==> src/rtl/issue_ctrl_pkg.sv <==
// Shared constants and types for the in-order issue controller.
package issue_ctrl_pkg;

  localparam int WORD          = 32;
  localparam int DEF_NREG      = 32;
  localparam int DEF_REGW      = 5;
  localparam int DEF_LONG_LAT  = 8;
  localparam int DEF_FLUSH_CYC = 2;

  typedef enum logic {
    ST_RUN   = 1'b0,
    ST_FLUSH = 1'b1
  } state_t;

endpackage

==> src/rtl/issue_ctrl_scoreboard.sv <==
// Register scoreboard: pending-write vector, set/clear update and
// three-port hazard lookup with same-cycle writeback release.
module issue_ctrl_scoreboard #(
  parameter int NREG = 32,
  parameter int REGW = 5
) (
  input  logic            clk,
  input  logic            rst,
  input  logic            wb_v,
  input  logic [REGW-1:0] wb_rd,
  input  logic            set_v,
  input  logic [REGW-1:0] rs1,
  input  logic            rs1_en,
  input  logic [REGW-1:0] rs2,
  input  logic            rs2_en,
  input  logic [REGW-1:0] rd,
  input  logic            rd_en,
  output logic            raw,
  output logic            waw
);

  logic [NREG-1:0] sb;
  logic [NREG-1:0] sb_eff;
  logic [NREG-1:0] wb_mask;
  logic [NREG-1:0] set_mask;

  always_comb begin
    wb_mask  = '0;
    set_mask = '0;
    if (wb_v)
      wb_mask[wb_rd] = 1'b1;
    if (set_v && rd_en && (rd != '0))
      set_mask[rd] = 1'b1;
  end

  assign sb_eff = sb & ~wb_mask;

  // x0 is never set, so sb[0] stays at its reset value of 0
  assign raw = (rs1_en && (rs1 != '0) && sb_eff[rs1])
            || (rs2_en && (rs2 != '0) && sb_eff[rs2]);
  assign waw = rd_en && (rd != '0) && sb_eff[rd];

  always_ff @(posedge clk or negedge rst) begin
    if (!rst)
      sb <= '0;
    else
      sb <= sb_eff | set_mask;
  end

endmodule

==> src/rtl/issue_ctrl.sv <==
// In-order issue controller: hazard check, long-unit occupancy and
// post-redirect squash window between decode and execute.
module issue_ctrl
  import issue_ctrl_pkg::*;
#(
  parameter int NREG      = DEF_NREG,
  parameter int REGW      = DEF_REGW,
  parameter int LONG_LAT  = DEF_LONG_LAT,
  parameter int FLUSH_CYC = DEF_FLUSH_CYC
) (
  input  logic            clk,
  input  logic            rst,
  input  logic            dec_v_i,
  input  logic [REGW-1:0] dec_rs1_i,
  input  logic [REGW-1:0] dec_rs2_i,
  input  logic            dec_rs1_en_i,
  input  logic            dec_rs2_en_i,
  input  logic [REGW-1:0] dec_rd_i,
  input  logic            dec_rd_en_i,
  input  logic            dec_long_i,
  input  logic            wb_v_i,
  input  logic [REGW-1:0] wb_rd_i,
  input  logic            redirect_i,
  input  logic            ex_stall_i,
  output logic            issue_o,
  output logic            stall_o,
  output logic            flush_o,
  output logic            long_busy_o
);

  localparam int LW = $clog2(LONG_LAT + 1);
  localparam int FW = $clog2(FLUSH_CYC + 1);
  localparam logic [LW-1:0] LCNT_LOAD = LW'(LONG_LAT);
  localparam logic [FW-1:0] FCNT_LOAD = FW'(FLUSH_CYC);

  state_t        state;
  state_t        state_nxt;
  logic [FW-1:0] fcnt;
  logic [FW-1:0] fcnt_nxt;
  logic [LW-1:0] lcnt;
  logic [LW-1:0] lcnt_nxt;

  logic raw;
  logic waw;
  logic hazard;
  logic issue;

  issue_ctrl_scoreboard #(
    .NREG (NREG),
    .REGW (REGW)
  ) u_sb (
    .clk    (clk),
    .rst    (rst),
    .wb_v   (wb_v_i),
    .wb_rd  (wb_rd_i),
    .set_v  (issue),
    .rs1    (dec_rs1_i),
    .rs1_en (dec_rs1_en_i),
    .rs2    (dec_rs2_i),
    .rs2_en (dec_rs2_en_i),
    .rd     (dec_rd_i),
    .rd_en  (dec_rd_en_i),
    .raw    (raw),
    .waw    (waw)
  );

  assign hazard = raw || waw || (dec_long_i && (lcnt != '0));

  // Gating with rst keeps outputs low while reset is held
  assign issue = rst && dec_v_i && !hazard && !ex_stall_i
              && !redirect_i && (state == ST_RUN);

  assign issue_o     = issue;
  assign flush_o     = (state == ST_FLUSH);
  assign stall_o     = rst && dec_v_i && !issue && !flush_o;
  assign long_busy_o = (lcnt != '0);

  always_comb begin
    state_nxt = state;
    fcnt_nxt  = fcnt;
    unique case (state)
      ST_RUN: begin
        if (redirect_i) begin
          state_nxt = ST_FLUSH;
          fcnt_nxt  = FCNT_LOAD;
        end
      end
      ST_FLUSH: begin
        if (redirect_i) begin
          fcnt_nxt = FCNT_LOAD;
        end else if (fcnt <= FW'(1)) begin
          state_nxt = ST_RUN;
          fcnt_nxt  = '0;
        end else begin
          fcnt_nxt = fcnt - FW'(1);
        end
      end
      default: begin
        state_nxt = ST_RUN;
        fcnt_nxt  = '0;
      end
    endcase
  end

  always_comb begin
    lcnt_nxt = lcnt;
    unique case (1'b1)
      issue && dec_long_i: lcnt_nxt = LCNT_LOAD;
      lcnt != '0:          lcnt_nxt = lcnt - LW'(1);
      default:             lcnt_nxt = lcnt;
    endcase
  end

  always_ff @(posedge clk or negedge rst) begin
    if (!rst) begin
      state <= ST_RUN;
      fcnt  <= '0;
      lcnt  <= '0;
    end else begin
      state <= state_nxt;
      fcnt  <= fcnt_nxt;
      lcnt  <= lcnt_nxt;
    end
  end

endmodule

==> config.mk <==
export PLATFORM = sky130hd
export DESIGN_NAME = issue_ctrl
export DESIGN_NICKNAME = d
export VERILOG_FILES = /design/src/rtl/issue_ctrl_pkg.sv /design/src/rtl/issue_ctrl_scoreboard.sv /design/src/rtl/issue_ctrl.sv
export SDC_FILE = /design/constraint.sdc
export NUM_CORES = 1
export LEC_CHECK = 0
export ABC_AREA = 1
export CORE_UTILIZATION = 45
export CTS_CLUSTER_DIAMETER = 40
export DETAILED_ROUTE_END_ITERATION = 6
export PLACE_DENSITY = 0.69
export SKIP_LAST_GASP = 1
export SLEW_MARGIN = 40
export SYNTH_ARGS = -nofsm -noshare
export SYNTH_HDL_FRONTEND = slang
export SYNTH_HIERARCHICAL = 1
export SYNTH_SLANG_ARGS = --single-unit
==> constraint.sdc <==
create_clock -name clk -period 1.95 [get_ports clk]
set_clock_uncertainty 0.1 [all_clocks]
set_input_delay 0.2925 -clock clk [delete_from_list [all_inputs] [get_ports clk]]
set_output_delay 0.2925 -clock clk [all_outputs]
set_load 0.01 [all_outputs]
# == After elaboration in Yosys (flattened, before gate mapping) ==
# Cells that the tools add are included.
# word_totals
register_bits,39
input_bits,30
out_inout_bits,4
wordCells,71
# classes
n_addsub,2
n_lt_le_gt_ge,7
eq_ne,1
n_mux,21
bitwise_logic,4
reduce_logical,32
# ops
operator,n
32-bit 2-to-1 mux,2
32-bit bitwise AND,1
32-bit inverter,1
32-bit OR,1
5-bit by 6-bit < comparator with 1-bit output (second input constant),4
1-bit logical AND,19
1-bit binary-select mux with 5-bit select,3
5-bit nonzero test,3
1-bit demux with 5-bit select,2
5-bit by 1-bit >= comparator with 1-bit output (second input constant),2
1-bit 2-to-1 mux,8
4-bit case mux with 2 select lines,1
2-bit 2-to-1 mux,3
1-bit zero test,5
2-bit case mux with 2 select lines,1
4-bit nonzero test,1
4-bit by 1-bit subtractor with 4-bit output (second input constant),1
1-bit logical OR,3
2-bit by 1-bit <= comparator with 1-bit output (second input constant),1
2-bit != test (second input constant),1
1-bit case mux with 2 select lines,1
2-bit nonzero test,1
2-bit by 1-bit subtractor with 2-bit output (second input constant),1
1-bit inverter,1

# == Longest topological paths before layout ==
# Gate-level depths: netlist (run 1).
# depth
depth_word,22
mapped_depth,23

# == Cells and area by module ==
# The synthesis (run 1) kept the hierarchy.
# modules_own_cells
module,instances,cells_per_inst,area_per_inst_um2,seq_area_each_um2
issue_ctrl_scoreboard,1,405,2573.7,800.8
issue_ctrl,1,44,362.8,175.2

# == Worst setup path before layout (run 1) ==
# Ideal clock, no wire load.
# synth_timing
kind,input -> register
from,in dec_rs2_i[0]
to,reg u_sb.sb[28]
setup_time_ps,83
arrival_time_ps,2333
t_required_ps,1767
path_slack_ps,-566
stages,21
n_path_buf,2
path_cell_list,buf_2 -> clkinv_1 -> buf_2 -> nand3_1 -> nand3_1 -> nand3_1 -> nand2_1 -> nand2_1 -> nand3_1 -> nand3_1 -> nand2_1 -> nor2_1 -> nand2_1 -> nor2_4 -> and2_1 -> nand2_1 -> inv_1 -> nand2_1 -> inv_1 -> nand2_1 -> o21ai_0
# synth_between
elab_chain_cells,15
elab_cells_between_ends,17
# synth_lines
item,line,text
"start, declared",issue_ctrl.sv:15,"input logic [REGW-1:0] dec_rs2_i,"
1-bit binary-select mux with 5-bit select or 5-bit nonzero test (tied branches),issue_ctrl_scoreboard.sv:40,|| (rs2_en && (rs2 != '0) && sb_eff[rs2]);
1-bit 2-to-1 mux (implied by the code) or 1-bit logical AND (tied branches),issue_ctrl_scoreboard.sv:40,
1-bit logical AND *,issue_ctrl_scoreboard.sv:40,
1-bit logical OR *,issue_ctrl_scoreboard.sv:40,
named net raw,issue_ctrl.sv:43,logic raw;
1-bit logical OR * (2 in series),issue_ctrl.sv:67,assign hazard = raw || waw || (dec_long_i && (lcnt != '0));
1-bit zero test *,issue_ctrl.sv:70,assign issue = rst && dec_v_i && !hazard && !ex_stall_i
1-bit logical AND * (2 in series),issue_ctrl.sv:70,
1-bit logical AND * (2 in series),issue_ctrl.sv:71,&& !redirect_i && (state == ST_RUN);
named net issue_o,issue_ctrl.sv:25,"output logic issue_o,"
1-bit logical AND * (2 in series),issue_ctrl_scoreboard.sv:32,if (set_v && rd_en && (rd != '0))
32-bit 2-to-1 mux *,issue_ctrl_scoreboard.sv:32,
32-bit OR *,issue_ctrl_scoreboard.sv:47,sb <= sb_eff | set_mask;
"end signal, assigned",issue_ctrl_scoreboard.sv:47,
"end, declared",issue_ctrl_scoreboard.sv:22,logic [NREG-1:0] sb;
# The timed path passes the listed nets; every way through them passes the cells marked *. The select of a mux whose other input is x is not followed.
# A chain may end at the register's enable or synchronous reset.

# == Worst setup path in the final report (run 1) ==
# layout_timing
from,in wb_rd_i[3]
to,out stall_o
# layout_between
elab_chain_cells,21
elab_cells_between_ends,28
# layout_lines
item,line,text
"start, declared",issue_ctrl.sv:22,"input logic [REGW-1:0] wb_rd_i,"
5-bit by 6-bit < comparator with 1-bit output (implied by the code) or 5-bit by 1-bit >= comparator with 1-bit output (tied branches),issue_ctrl_scoreboard.sv:31,wb_mask[wb_rd] = 1'b1;
1-bit logical AND (implied by the code),issue_ctrl_scoreboard.sv:31,
1-bit 2-to-1 mux (implied by the code),issue_ctrl_scoreboard.sv:31,
1-bit demux with 5-bit select *,-,
32-bit 2-to-1 mux *,issue_ctrl_scoreboard.sv:30,if (wb_v)
32-bit inverter *,issue_ctrl_scoreboard.sv:36,assign sb_eff = sb & ~wb_mask;
32-bit bitwise AND *,issue_ctrl_scoreboard.sv:36,
1-bit binary-select mux with 5-bit select (on tied branches),"issue_ctrl_scoreboard.sv:39, issue_ctrl_scoreboard.sv:40",
(+2 left out),-,
1-bit logical OR *,issue_ctrl_scoreboard.sv:40,
named net raw,issue_ctrl.sv:43,
1-bit logical OR * (2 in series),issue_ctrl.sv:67,
1-bit zero test *,issue_ctrl.sv:70,
1-bit logical AND * (2 in series),issue_ctrl.sv:70,
1-bit logical AND * (2 in series),issue_ctrl.sv:71,
1-bit zero test *,issue_ctrl.sv:75,assign stall_o = rst && dec_v_i && !issue && !flush_o;
1-bit logical AND * (2 in series),issue_ctrl.sv:75,
"end, declared",issue_ctrl.sv:26,"output logic stall_o,"
# Marked as above.

==> results of run 1 <==
[cell families (layout without fill, tap and decap cells)]
group,after synthesis,after routing
compound gates,69,69
flops,39,39
buf+inv,53,178
simple gates,288,288
[power by group]
| part | leakage, nW | switching (mW) | internal, mW |
|---|---|---|---|
| sequential | 0.536 | 0.0315 | 0.839 |
| clock | 0.0581 | 0.285 | 0.381 |
| combinational | 1.86 | 0.429 | 0.323 |
| total | 2.45 | 0.746 | 1.54 |
[cells in the final DEF (no fill, tap or decap), drive strengths merged]
cell and count:
o21a 1, o21bai 15, o211ai 1, and2 1
dfrtp 39, nor3 10, o21ai 27, dlygate4sd2 7
clkinv 10, clkdlybuf4s50 17, bufinv 1, clkbuf 5
o31ai 1, a21oi 4, o22ai 5, buf 105
nand4 3, inv 33, nand3 121, nand2 123
a21boi 15, nor2 30
[area by class of cell]
cell class	instances	area [sq um]
multi-input cells	357	2500
fillers	419	1227
repair buffers	129	1194
flip-flops and latches	39	975.9
inverters	39	190.2
well taps	77	96.34
clock buffers	5	68.82
clock inverters	3	43.79
repair inverters	2	17.52
[worst paths after layout]
kind | start | end | depth (start not counted)
hold / removal | rst | u_sb/sb[15] | 2
max in group asynchronous | rst | lcnt[0] | 2
min in group clk | wb_rd_i[1] | u_sb/sb[28] | 5
hold reg to reg | fcnt[0] | fcnt[0] | 2
setup / recovery | wb_rd_i[3] | stall_o | 22
setup reg to reg | u_sb/sb[22] | u_sb/sb[30] | 18
[worst max-delay path, delay by kind of cell]
kind	cells	cell delay [ns]
AOI/OAI and AO/OA	1	0.04
buffers and inverters	7	0.76
and+or+nand+nor	14	1.16
[repair_timing]
action | in CTS | in global routing
gates cloned | 5 | 0
pin swaps | 43 | 23
setup buffers | 11 | 5
resized for setup | 174 | 46
endpoints found under the hold margin | 0 | 0
endpoints found under the setup margin | 34 | 34
[flip-flops by register name (all words and copies together) (netlist names)]
name	count
fcnt	2
u_sb/sb	32
flush_o	1
lcnt	4
[metrics by stage]
step / setup TNS [ns] / hold WS, ns / setup WS (ns)
after floorplan: -7.492 / -0.1031 / -0.2775
after detailed placement: -46.64 / 0.3319 / -1.479
after global routing: -25.86 / 0.05092 / -0.8327
after CTS: -20.08 / 0.02055 / -0.7256
after global placement: -45.40 / 0.3257 / -1.471
final: -21.20 / 0.006235 / -0.6930
[routing by layer]
layer	part of all wire	GRT usage	vias up
met3	0.092	0.06885	75
met4	0.055	0.2172	0
li1	-	-	1784
met5	0	0	-
met1	0.39	0.4417	1764
met2	0.46	0.5910	295
==> results.json, run 1 <==
{
  "status": "complete, but fails checks",
  "violations": "DRC, setup timing",
  "synth_mux_area_frac": 0,
  "insertion_delay_ns": 0.29,
  "h-tree-depth": 2,
  "synth_seq_cells": 39,
  "setup_violations": 34,
  "yosysWarnings": 6,
  "start_util": 0.4651,
  "slew_headroom": 0.6808,
  "hold_path.class": "in -> async",
  "placed_area_sq_um": 4180,
  "cpPeakStageDelay_ns": 0.22,
  "finalNonFillerCells": 651,
  "synth_common_cells": "121 x nand2_1, 121 x nand3_1, 39 x dfrtp_1",
  "area_delta_synth_final_pct": 73.20,
  "synth_edf_count": 0,
  "gp_congestion": 0.9655,
  "fin_crit_ns": 2.643,
  "dieArea_sq_um": 6853,
  "gr-usage-all-layers": 0.3622,
  "yosysUniqueCellTypes": 28,
  "cp_cell_sequence": "buf_8 > buf_6 > inv_4 > nand2_4 > buf_6 > nor2_4 > buf_6 > nand2_4 > nand3_2 > nand3_2 > nand3_2 > nand2_1 > nand2_1 > nand3_1 > nand3_1 > nand2_2 > nor2_2 > nand2_2 > nor2_4 > buf_6 > a21oi_2 > buf_2",
  "antenna_cells": 0,
  "drc": 1,
  "grt_start_max_net_pins": 40,
  "layout.nets": 603,
  "synthTopCellsByArea": "dfrtp_1 33%, nand3_1 21%, nand2_1 15%",
  "cts_tree": "done",
  "path_class": "in -> out",
  "grt_pass1_vias": 3839,
  "critPathMaxFanout": 7,
  "dp_cells": 624,
  "reg2reg_slack_ns": -0.54,
  "drv_slew": 0,
  "fin_area_sq_um": 5086,
  "synth_xor_area_frac": 0,
  "drt_first_iter_violations": 542,
  "worstSetupStartpointType": "input pin",
  "cts-root-buf": "clkbuf_8",
  "async_reset_ff_frac": 1.000,
  "finalWirelength_um": 12020,
  "ctsHoldBuffers": 0,
  "hold_viol_final": 0,
  "antenna_left": 0,
  "core_area_sq_um": 6314,
  "overflow": 0,
  "cts_num_sinks": 39,
  "grt_first_pass_wirelength_um": 18300,
  "synthFlopType": "dfrtp_1",
  "crit_slowest_cell": "nor2_4",
  "vias": 3918,
  "port_buffers": 33,
  "clkTransAtPathRegs_ns": 0.07,
  "tightest_slew_ns": 0.4787,
  "p_leak_nw": 2.454,
  "cts.path.max_buffers": 2,
  "synthSimpleGateAreaFrac": 0.4461,
  "synth_top_family_by_area": "simple AND/OR/NAND/NOR gates",
  "synth_nets": 479,
  "fin_util": 0.8056,
  "timing.final.ws_setup_ns": -0.6930,
  "die_h_um": 82.78,
  "synth_top_area_frac": 0.3323,
  "syn_avg_cell_area_sq_um": 6.540,
  "p_per_area_nw_per_um2": 450.0,
  "io_pins": 34,
  "finalCritPeriodShare": 1.355,
  "rows": 29,
  "end_kind": "primary output",
  "dp_hpwl_um": 7727,
  "critPathRequiredTime_ns": 1.56,
  "peakVddDrop_mv": 0.4300,
  "dr.pass1.iters": 7,
  "die_w_um": 82.78,
  "wl_per_cell_um": 18.47,
  "power.total_mw": 2.289,
  "fmax_ghz": 0.3784,
  "avgViaCountPerCell": 6.018,
  "critical_path_arrival_ns": 2.25,
  "crit_top_cell": "buf_6",
  "synth_compound_area_frac": 0.1491,
  "cap_violations": 0,
  "post-synth-top-area-cell": "dfrtp_1",
  "syn_inst": 449,
  "cts_made_buffers": 5,
  "rsz0062_at_grt": "true",
  "drive_above_1_share": 0.4774,
  "antenna_found_initial": 0,
  "synthAdderAreaFrac": 0,
  "yosysSeqAreaShare": 0.3323,
  "syn-cell-area_sq_um": 2937
}
(Power assumes the default switching activity.)
==> inputs of run 2 (changes only) <==
ABC_AREA = unset   (was 1)
CORE_UTILIZATION = 35   (was 45)
PLACE_DENSITY = unset   (was 0.69)
==> run 2 against run 1 <==
Net effect: the run ends with setup timing left; hold slack better by 0.024 ns; final cell count shrank 21%; die area increased by 16%; worst setup slack lost 0.76 ns; critical path type is now in -> reg; largest cell class unchanged; largest power group unchanged.
==> results.json, run 2 <==
{
  "crit_start": "wb_rd_i[0]",
  "pwr-share-comb": 0.255,
  "largest-register": "u_sb/sb",
  "p_clk_frac": 0.295,
  "slew_headroom": 0.6518,
  "hold_path.class": "in -> async",
  "timing.final.ws_setup_ns": -1.455,
  "synth_edf_count": 0,
  "tightest_slew_ns": 0.5210,
  "antenna_cells": 0,
  "start_util": 0.3656,
  "drive_above_1_share": 0.4663,
  "path_class": "in -> reg",
  "gp_congestion": 0.9918,
  "dieArea_sq_um": 7971,
  "overflow": 0,
  "largest_registers": "u_sb/sb (32), lcnt (4), fcnt (2)",
  "grt_pass1_vias": 2987,
  "placed_area_sq_um": 3790,
  "cts.path.max_buffers": 2,
  "dr.pass1.iters": 5,
  "yosysUniqueCellTypes": 52,
  "synth_seq_cells": 39,
  "port_buffers": 33,
  "p_per_area_nw_per_um2": 437.8,
  "io_pins": 34,
  "synth_common_cells": "48 x o21ai_0, 39 x dfrtp_1, 29 x o211ai_1",
  "dp_hpwl_um": 7519,
  "drt_first_iter_violations": 302,
  "antenna_left": 0,
  "gr-usage-all-layers": 0.2733,
  "power_frac_seq": 0.449,
  "setup_violations": 34,
  "hold_viol_final": 0,
  "dp_cells": 495,
  "fmax_ghz": 0.2937,
  "finalNonFillerCells": 515,
  "area_delta_synth_final_pct": 58.42,
  "critical_path_arrival_ns": 3.53,
  "cts_made_buffers": 5,
  "critPathMaxFanout": 5,
  "grt_first_pass_wirelength_um": 15740,
  "status": "complete, but fails checks",
  "layout_common_cells": "96 x buf_4, 39 x dfrtp_1, 29 x o211ai_1",
  "die_h_um": 89.28,
  "end_kind": "register",
  "critPathRequiredTime_ns": 2.07,
  "largest_reg_flops": 32,
  "drv_slew": 0,
  "r2r_start": "u_sb/sb[21]",
  "syn_inst": 290,
  "wl_per_cell_um": 20.26,
  "yosysWarnings": 6,
  "syn_avg_cell_area_sq_um": 9.194,
  "antenna_found_initial": 0,
  "grt_start_max_net_pins": 40,
  "cts_num_sinks": 39,
  "yosysMostFrequentCell": "o21ai_0",
  "finalWirelength_um": 10430,
  "vias": 3083,
  "cts_tree": "done",
  "fin_crit_ns": 3.405,
  "yosysSeqAreaShare": 0.3660,
  "cap_violations": 0,
  "reg2reg_slack_ns": -1.19,
  "worstSetupStartpointType": "input pin",
  "clkTransAtPathRegs_ns": 0.08,
  "p_sw_mw": 0.5567,
  "async_reset_ff_frac": 1.000,
  "fin_area_sq_um": 4224,
  "synth_top_area_frac": 0.3660,
  "syn-cell-area_sq_um": 2666,
  "p_leak_nw": 1.761,
  "core_area_sq_um": 7292,
  "violations": "setup timing",
  "fin_util": 0.5793,
  "post-synth-top-area-cell": "dfrtp_1",
  "synthFlopType": "dfrtp_1",
  "power.total_mw": 1.849,
  "avgViaCountPerCell": 5.986,
  "rows": 31,
  "ctsHoldBuffers": 0,
  "mostFrequentLayoutCell": "buf_4",
  "rsz0062_at_grt": "true",
  "synthTopCellsByArea": "dfrtp_1 37%, o21ai_0 9.0%, o211ai_1 8.2%",
  "insertion_delay_ns": 0.30,
  "cts-root-buf": "clkbuf_8",
  "drc": 0,
  "fill_cells": 675,
  "intPower_mw": 1.293,
  "h-tree-depth": 2,
  "synth_nets": 320,
  "finalCritPeriodShare": 1.746,
  "peakVddDrop_mv": 0.3237,
  "layout.nets": 445,
  "die_w_um": 89.28,
  "switching_share": 0.3010
}
==> run 2: worst paths after layout <==
check / cells after the start / end
max: 15 / u_sb/sb[10]
min: 2 / u_sb/sb[21]
max reg2reg: 13 / u_sb/sb[10]
min reg2reg: 1 / fcnt[1]
max in group asynchronous: 2 / u_sb/sb[12]
min in group clk: 5 / u_sb/sb[18]
==> run 2: repair_timing <==
item                       in CTS  in global routing
pin swaps                      23                 12
setup endpoints to repair      35                 34
buffers inserted                7                  4
cloned                          1                  0
resized for setup             112                 29
==> run 2: per-layer routing <==
metal	track usage	wire, um	vias to the layer above
li1	-	-	1401
met2	0.4386	4923	170
met4	0.09957	325	0
met5	0	0	-
met1	0.3519	4263	1476
met3	0.07849	920	36
==> run 2: cell type report <==
class | instances | area [sq um] | share of cell area
flip-flops and latches | 39 | 975.9 | 0.2310
multi-input cells | 228 | 1891 | 0.4476
repair buffers | 135 | 1126 | 0.2666
clock inverters | 3 | 15.01 | 0.003555
clock buffers | 5 | 68.82 | 0.01629
inverters | 6 | 23.77 | 0.005628
well taps | 99 | 123.9 | 0.02932
==> run 2: critical path: stages <==
cell,delay (ns)
buf_8,0.10
or3b_4,0.42
buf_8,0.17
o21ai_4,0.16
mux4_2,0.27
mux2_4,0.15
o2111ai_2,0.12
a32o_2,0.26
or4_4,0.49
a21oi_2,0.13
nor2b_4,0.19
buf_4,0.14
nand2_4,0.08
or3_4,0.41
o21ai_1,0.13
==> run 2: power groups by stage <==
stage	combinational [mW]	clock, mW	sequential [mW]
final	0.472	0.546	0.831
after global routing	0.502	0.588	0.832
after CTS	0.455	0.553	0.830
after detailed placement	0.425	0	0.846
after global placement	0.425	0	0.845
after floorplan	0.177	0	0.847
==> run 2: cells by family (layout without fill, tap and decap cells) <==
kind of cell,Yosys count,after routing,synth area share
DFF,39,39,0.3660
AOI/OAI and AO/OA,129,129,0.3191
buffers and inverters,23,149,0.03895
and+or+nand+nor,84,84,0.1811
muxes,15,15,0.09479
==> run 2: per-stage QoR <==
step	setup TNS (ns)	worst slack [ns]	hold WS [ns]
2_1_floorplan	-38.99	-1.311	-0.1031
3_3_place_gp	-72.10	-2.249	0.3807
3_5_place_dp	-73.03	-2.247	0.3879
4_1_cts	-45.15	-1.491	0.06537
5_1_grt	-48.74	-1.543	0.08557
6_report	-45.41	-1.455	0.02998
==> patch (config.mk and constraints of run 1) <==
Reset style: synchronous (`rst`), changed in 2 clocked blocks.
--- a/src/rtl/issue_ctrl_scoreboard.sv
+++ b/src/rtl/issue_ctrl_scoreboard.sv
@@ -42,3 +42,3 @@
 
-  always_ff @(posedge clk or negedge rst) begin
+  always_ff @(posedge clk) begin
     if (!rst)
--- a/src/rtl/issue_ctrl.sv
+++ b/src/rtl/issue_ctrl.sv
@@ -113,3 +113,3 @@
 
-  always_ff @(posedge clk or negedge rst) begin
+  always_ff @(posedge clk) begin
     if (!rst) begin
Check against the original RTL: differs if rst is asserted again (counterexample within 4 cycles, from zero or initial values and one cycle with rst low); with rst held inactive, the same outputs for 4 cycles.
==> patch against run 1 <==
  * The flow finishes with violations (setup timing)
  * Sequential cell count is the same
  * First-iteration DRC count grew 4.1%
  * Power shrank 6.9%
  * Die area shrank 5.4%
  * Final area shrank 6.2%
  * Clock power shrank 16%
  * Fmax shrank 3.1%
  * Worst setup slack lost 0.086 ns
  * Hold slack gained 0.37 ns
  * Wire length grew 9.8%
  * Area after synthesis shrank 5.5%
==> patch: results (changes against run 1) <==
Share of layout cells above drive strength 1 - 42.0% (-5.7 points)
Synth Net Count - 509 (+6.3%)
Final setup TNS - -22.30 ns (-1.10 ns)
CP max FO - 8 (+1)
Synth Area in Compound Gates - 12.8% (-2.2 points)
# setup viols final - 34 (unchanged)
Post-synthesis async set-or-reset flop share - 0% (-100 points)
DP Worst Slack - -1.37 ns (+0.105 ns)
Main synth FF type - dfxtp_1
Vias in the first global route - 3706 (-3.5%)
Placement-stage cell area - 3890 µm² (-7.0%)
All-Layer GR Usage - 35.5% (-0.69 points)
Leakage - 1.95 nW (-21%)
Outcome - finished, violations left
Ranking of synthesized cells by area - dfxtp_1, nand3_1, nand2_1, a21oi_1, nor2_1
PostCTS Resize Cnt - 139 (-20%)
HP Class - reg2reg
Clk_lat worst skew - 0.31 ns (+0.02 ns)
Postcts setup bufs - 2 (-9)
Failing checks - setup timing
Final worst slack - -0.779 ns (-0.0858 ns)
Vias - 4188 (+6.9%)
DRT Pass-1 Iters - 6 (-1)
CP max-delay cell - nor2_1
M1 GR Usage - 41.7% (-2.5 points)
P_seq - 0.851 mW (-2%)
Grt met2 use - 59.5% (+0.39 points)
Max IR drop VDD - 0.000590 V (+37%)
Post-synthesis sequential area ratio - 28.1% (-5.1 points)
First-pass GRT wire length - 17500 µm (-4.6%)
Syn avg cell area - 5.79 µm² (-11%)
Internal Power - 1.38 mW (-11%)
-- patch: area by class of cell --
type	count	area, µm²
inverter	40	228
timing repair buffer	113	1080
timing repair inverter	2	16.3
tap	75	93.8
multi-input combinational	388	2480
sequential	39	782
fill	398	1150
clock inverter	3	20.0
clock buffer	5	68.8
-- patch: worst min-delay path, stage by stage (launching register included) --
cell and delay [ns]:
dfxtp_1 0.33, nand2_1 0.06, a21oi_1 0.05
-- patch: worst paths after layout --
| kind | endpoint | slack (ns) | startpoint | cells past startpoint |
|---|---|---|---|---|
| max | u_sb/sb[5] | -0.78 | wb_rd_i[2] | 23 |
| min | flush_o | 0.38 | fcnt[1] | 2 |
| max reg2reg | u_sb/sb[5] | -0.72 | u_sb/sb[24] | 18 |
| min reg2reg | flush_o | 0.38 | fcnt[1] | 2 |
-- patch: per-layer routing --
| layer | part of all wire [%] | routed length (µm) |
|---|---|---|
| met3 | 11 | 1410 |
| met1 | 36 | 4750 |
| met5 | 0 | 0 |
| met4 | 7.3 | 967 |
| met2 | 46 | 6080 |
